## src/rtl/itlb_refill_unit.sv

```systemverilog
// itlb_refill_unit
//   Fully associative instruction micro-TLB with a JTLB refill engine.
//   The fetch-stage lookup is answered combinationally in the same cycle.
//   A mapped miss fetches the entry from the CP0 JTLB and then writes it into a victim slot.
//
// Ports
//   clk, resetn                      clock, asynchronous active-low reset
//   lookup_req/lookup_vaddr/cur_asid fetch lookup request, virtual address and current ASID
//   flush                            invalidate all entries (TLB write or ASID change)
//   itlb_found/index/pfn/c/d/v       same-cycle hit result (all zero on a miss or in kseg0/kseg1)
//   itlb_stall                       refill in progress; IF holds lookup_vaddr
//   jtlb_req/jtlb_vpn/jtlb_asid      refill request toward the JTLB, held until jtlb_ack
//   jtlb_ack/found/index/pfn/c/d/v/g JTLB response (single-cycle ack)
module itlb_refill_unit #(
  parameter int ENTRIES = 4,
  parameter int ASID_W  = 8
) (
  input  logic              clk,
  input  logic              resetn,
  input  logic              lookup_req,
  input  logic [31:0]       lookup_vaddr,
  input  logic [ASID_W-1:0] cur_asid,
  input  logic              flush,
  output logic              itlb_found,
  output logic [3:0]        itlb_index,
  output logic [19:0]       itlb_pfn,
  output logic [2:0]        itlb_c,
  output logic              itlb_d,
  output logic              itlb_v,
  output logic              itlb_stall,
  output logic              jtlb_req,
  output logic [19:0]       jtlb_vpn,
  output logic [ASID_W-1:0] jtlb_asid,
  input  logic              jtlb_ack,
  input  logic              jtlb_found,
  input  logic [3:0]        jtlb_index,
  input  logic [19:0]       jtlb_pfn,
  input  logic [2:0]        jtlb_c,
  input  logic              jtlb_d,
  input  logic              jtlb_v,
  input  logic              jtlb_g
);

  localparam int IDX_W = (ENTRIES > 1) ? $clog2(ENTRIES) : 1;

  typedef enum logic [1:0] {IDLE, REQ, FILL, MISS} state_t;

  state_t state, state_next;
  logic   discard, discard_next;
  logic   capture, write_en;

  logic [ENTRIES-1:0] ent_valid;
  logic [19:0]        ent_vpn  [ENTRIES];
  logic [ASID_W-1:0]  ent_asid [ENTRIES];
  logic               ent_g    [ENTRIES];
  logic [19:0]        ent_pfn  [ENTRIES];
  logic [2:0]         ent_c    [ENTRIES];
  logic               ent_d    [ENTRIES];
  logic               ent_v    [ENTRIES];
  logic [3:0]         ent_jidx [ENTRIES];

  // JTLB response held from the ack cycle until the FILL cycle writes it
  logic [19:0] fill_pfn;
  logic [2:0]  fill_c;
  logic        fill_d, fill_v, fill_g;
  logic [3:0]  fill_jidx;

  logic [IDX_W-1:0] rr, victim, hit_idx;
  logic             use_rr, hit, mapped;

  // The page offset never takes part in translation
  logic unused_vaddr_bits;
  assign unused_vaddr_bits = ^lookup_vaddr[11:0];

  // kseg0/kseg1 (0x8000_0000..0xBFFF_FFFF) are unmapped and bypass the TLB entirely
  assign mapped = (lookup_vaddr[31:28] <= 4'h7) || (lookup_vaddr[31:28] >= 4'hC);

  // Associative match; the lowest matching slot wins if duplicates ever exist
  always_comb begin
    hit     = 1'b0;
    hit_idx = '0;
    for (int i = 0; i < ENTRIES; i++) begin
      if (!hit && ent_valid[i] && (ent_vpn[i] == lookup_vaddr[31:12]) &&
          (ent_g[i] || (ent_asid[i] == cur_asid))) begin
        hit     = 1'b1;
        hit_idx = IDX_W'(i);
      end
    end
  end

  assign itlb_found = mapped && hit;
  assign itlb_index = itlb_found ? ent_jidx[hit_idx] : 4'd0;
  assign itlb_pfn   = itlb_found ? ent_pfn[hit_idx]  : 20'd0;
  assign itlb_c     = itlb_found ? ent_c[hit_idx]    : 3'd0;
  assign itlb_d     = itlb_found && ent_d[hit_idx];
  assign itlb_v     = itlb_found && ent_v[hit_idx];

  // Victim: lowest-index invalid slot, else the round-robin pointer
  always_comb begin
    victim = rr;
    use_rr = 1'b1;
    for (int i = ENTRIES - 1; i >= 0; i--) begin
      if (!ent_valid[i]) begin
        victim = IDX_W'(i);
        use_rr = 1'b0;
      end
    end
  end

  // Next-state logic. A flush seen in REQ is remembered in discard so the later ack is
  // swallowed; a flush coincident with the ack is treated the same way.
  always_comb begin
    state_next   = state;
    discard_next = discard;
    capture      = 1'b0;
    write_en     = 1'b0;
    case (state)
      IDLE: begin
        if (lookup_req && mapped && !hit) begin
          state_next = REQ;
          capture    = 1'b1;
        end
      end
      REQ: begin
        if (flush) discard_next = 1'b1;
        if (jtlb_ack) begin
          discard_next = 1'b0;
          if (discard || flush) state_next = IDLE;
          else if (jtlb_found)  state_next = FILL;
          else                  state_next = MISS;
        end
      end
      FILL: begin
        write_en   = !flush;
        state_next = IDLE;
      end
      MISS: begin
        if (flush || !(lookup_req && (lookup_vaddr[31:12] == jtlb_vpn)))
          state_next = IDLE;
      end
      default: state_next = IDLE;
    endcase
  end

  assign jtlb_req   = (state == REQ);
  assign itlb_stall = (state == REQ) || (state == FILL);

  // Control state, valid bits and the captured request
  always_ff @(posedge clk or negedge resetn) begin
    if (!resetn) begin
      state     <= IDLE;
      discard   <= 1'b0;
      rr        <= '0;
      ent_valid <= '0;
      jtlb_vpn  <= '0;
      jtlb_asid <= '0;
    end else begin
      state   <= state_next;
      discard <= discard_next;
      if (capture) begin
        jtlb_vpn  <= lookup_vaddr[31:12];
        jtlb_asid <= cur_asid;
      end
      if (flush) begin
        ent_valid <= '0;
      end else if (write_en) begin
        ent_valid[victim] <= 1'b1;
      end
      if (write_en && use_rr) rr <= rr + 1'b1;
    end
  end

  // Entry payload and response holding registers; only meaningful once qualified by valid/state
  always_ff @(posedge clk) begin
    if (state == REQ && jtlb_ack) begin
      fill_pfn  <= jtlb_pfn;
      fill_c    <= jtlb_c;
      fill_d    <= jtlb_d;
      fill_v    <= jtlb_v;
      fill_g    <= jtlb_g;
      fill_jidx <= jtlb_index;
    end
    if (write_en) begin
      ent_vpn[victim]  <= jtlb_vpn;
      ent_asid[victim] <= jtlb_asid;
      ent_g[victim]    <= fill_g;
      ent_pfn[victim]  <= fill_pfn;
      ent_c[victim]    <= fill_c;
      ent_d[victim]    <= fill_d;
      ent_v[victim]    <= fill_v;
      ent_jidx[victim] <= fill_jidx;
    end
  end

endmodule
```

## config.mk

```make
export PLATFORM = sky130hd
export DESIGN_NAME = itlb_refill_unit
export DESIGN_NICKNAME = d
export VERILOG_FILES = /design/src/rtl/itlb_refill_unit.sv
export SDC_FILE = /design/constraint.sdc
export NUM_CORES = 1
export LEC_CHECK = 0
export BUFFER_PORTS_ARGS = -buffer_cell sky130_fd_sc_hd__buf_2
export CORE_ASPECT_RATIO = 1.2
export CORE_MARGIN = 4
export CORE_UTILIZATION = 63
export DETAILED_ROUTE_END_ITERATION = 16
export PLACE_DENSITY_LB_ADDON = 0.15
export REMOVE_ABC_BUFFERS = 1
export SLEW_MARGIN = 25
export SYNTH_ARGS = -nofsm -noshare
export SYNTH_HDL_FRONTEND = slang
export SYNTH_SLANG_ARGS = --single-unit
```

## constraint.sdc

```tcl
create_clock -name clk -period 5.9 [get_ports clk]
set_clock_uncertainty 0.15 [all_clocks]
set_input_delay 0.885 -clock clk [delete_from_list [all_inputs] [get_ports clk]]
set_output_delay 0.885 -clock clk [all_outputs]
set_load 0.005 [all_outputs]
```

==> results.txt <==
# setup viols final: 0
# clock sinks: 299
outcome: complete, no violations
critical path peak fanout: 12
Largest stage delay, worst path: 0.73 ns
mux share of post-synthesis cell area: 7.42%
Register Area: 0.00879 mm^2
H-tree Lvls: 1
DIE HEIGHT: 160 um
first-pass GRT wire length: 36200 um
Compound-Gate Fraction of Synth Area: 2.65%
post-route cell area: 0.0139 mm^2
most frequent cells in the layout: edfxtp_1 (262), buf_2 (122), xor2_1 (117)
detailed-route DRC error count: 0
combinational family with the most area after synthesis: XOR/XNOR gates
fin crit share: 84.2%
Post-Route Setup TNS: 0 ns
fmax: 201 MHz
DR vias: 6291
crit-path cells: buf_2, xor2_1, nor4_1, nand4_1, or3_4, a211oi_4, buf_4, mux2i_1, o22ai_1, buf_2
crit path max-delay cell type: a211oi_4
Finished Core Util: 73.8%
Placed Area: 0.0130 mm^2
max_slew headroom: 35.7%
Global Route Usage Sum: 21.8%
area delta synth->final: 15.2%
most common cell after layout, fill and taps aside: edfxtp_1
CTS root buffer: clkbuf_16
post-synthesis sequential area ratio: 72.8%
crit path DAT: 3.93 ns
required time of the critical path: 4.87 ns
endpoint class of the critical path: output port
clk buf depth: 3
WS Path Type: input pin to output port
pwr dens: 385 mW/mm^2
HP Class: input pin to asynchronous set/reset pin
HPWL Detailed: 14900 um
Yosys reg bits: 299
routed wire length: 23000 um
final RePlAce weighted congestion: 0.882
via density per instance: 5.67
yosys warns: 0
site row count: 55
CTS Buf Count: 28
Max-Cap Viols: 0
Peak VDD IR: 0.397 mV
Async S/R FF share, synth: 12.4%
Gate Count Post-Synth: 706
Synth Area in Adders: 0.414%
Core Box Area: 0.0189 mm^2
vias in the first global route: 6641
Avg Cell Area, Syn: 17.1 um^2
setup bufs post-CTS: 0
number of diodes: 0
post_cts resized: 0
Reg clk slew, reported paths: 0.06 ns
ys flop type: edfxtp_1
Tmin final: 4.97 ns
Detail Route Antenna Nets: 0
leakage power: 4.92 nW
WL per Instance: 20.7 um
DIE WIDTH: 134 um
cell area after synthesis: 0.0121 mm^2
simple-gate share of the synthesized area: 4.30%
Worst Max-Slew Pin Slew: 0.962 ns
input/output buffers: 123
RSZ-0062 raised after global routing: no
Multi-input gate area: 0.00300 mm^2
Max Slew Vio Count: 0
Initial Util: 64.1%
CP startpoint kind: input pin
Final Hold Vio Count: 0
Distinct cells, synth: 39
Post-synth EDFFs: 262
1st-pass router iterations: 6
Skew-Pair Late Insertion Delay: 0.54 ns
Hold Buf Count CTS: 0
layout cells sized above 1: 23.4%
initial antenna violation count: 1
fill count: 1220
Die Area: 0.0215 mm^2
I/O pin cnt: 136
most frequent CP cell: buf_2
Iteration-0 DRC Markers: 483
CTS tree: yes
Final nets: 912
total grt overflow: 0
Synth Area in XOR/XNOR: 9.72%
pin count of the biggest net entering global routing: 38
[report_power, final]
group          switching, mW  internal [mW]  total [mW]
Clock                  0.728           1.10        1.83
Sequential             0.242           2.67        2.91
Combinational          0.343          0.272       0.615
[layer usage]
layer,vias up,wire (um),GRT usage [%]
li1,2897,-,-
met4,2,630,7.08
met2,214,11600,36.7
met1,3131,9500,29.8
met3,47,1300,3.06
met5,-,7,0
[final cells by class]
type / instances / area share [%]
Sequential cell: 299 / 63.2
Multi-Input combinational cell: 358 / 21.5
Clock buffer: 40 / 5.94
Timing Repair Buffer: 139 / 5.92
Tap cell: 256 / 2.30
Clock inverter: 12 / 0.944
Inverter: 6 / 0.162
[per-stage QoR]
stage / hold WS, ns / std cells / power (mW) / setup slack [ns]
after floorplan: 0.295 / 663 / 3.22 / 0.366
after global placement: 0.313 / 1054 / 3.52 / 0.995
after detailed placement: 0.330 / 1058 / 3.58 / 0.927
after CTS: 0.344 / 1110 / 5.40 / 0.929
after global routing: 0.220 / 1110 / 5.58 / 0.784
final: 0.183 / 1110 / 5.36 / 0.933
[cell usage after synthesis (4+ instances only)]
library cell	number	area [um^2]
dfrtp_1	37	926
buf_2	14	70.1
edfxtp_1	262	7870
mux2_1	28	315
nand3_1	8	40.0
buf_6	7	78.8
o22ai_1	31	194
nor4_1	22	138
inv_1	6	22.5
nand4_1	8	50.1
nand2_1	10	37.5
a21oi_1	10	50.1
nor3_1	8	40.0
xor2_1	117	1020
buf_4	6	45.0
mux2i_1	58	581
ha_1	4	50.1
xnor2_1	17	149
clkbuf_1	11	41.3
nor2_1	12	45.0
[registers in the layout (all words and copies together) (netlist names), 8 cells and up]
signal and count:
ent_pfn 80, ent_vpn 80, ent_asid 32, fill_pfn 20, jtlb_vpn 20, ent_jidx 16
ent_c 12, jtlb_asid 8
[worst max-delay path, delay by kind of cell]
kind,cells,cell delay [ns]
multiplexers,1,0.22
buffers and inverters,3,0.67
AO/OA/AOI/OAI,2,0.86
XOR/XNOR,1,0.18
AND/OR/NAND/NOR,3,1.10
[worst paths after layout]
path | from | to | slack [ns] | depth (start not counted)
setup / recovery | lookup_vaddr[30] | itlb_index[1] | 0.93 | 10
hold / removal | resetn | jtlb_asid[2]$_DFFE_PN0P_ | 0.18 | 1
setup reg to reg | state[0]$_DFFE_PN0P_ | ent_pfn[3][14]$_DFFE_PP_ | 2.79 | 6
hold reg to reg | fill_pfn[18]$_DFFE_PP_ | ent_pfn[1][18]$_DFFE_PP_ | 0.34 | 0
max in group asynchronous | resetn | jtlb_vpn[3]$_DFFE_PN0P_ | 5.05 | 1
min in group clk | fill_pfn[18]$_DFFE_PP_ | ent_pfn[1][18]$_DFFE_PP_ | 0.34 | 0
[cells by family (layout without fill, tap and decap cells)]
logic type      count (synthesis)  count (layout)
flops                         299             299
simple gates                   84              84
buf+inv                        49             197
mux                            86              86
xor+xnor                      134             134
fa+ha+maj                       4               4
compound gates                 50              50
Power figures use the tool's default switching activity.
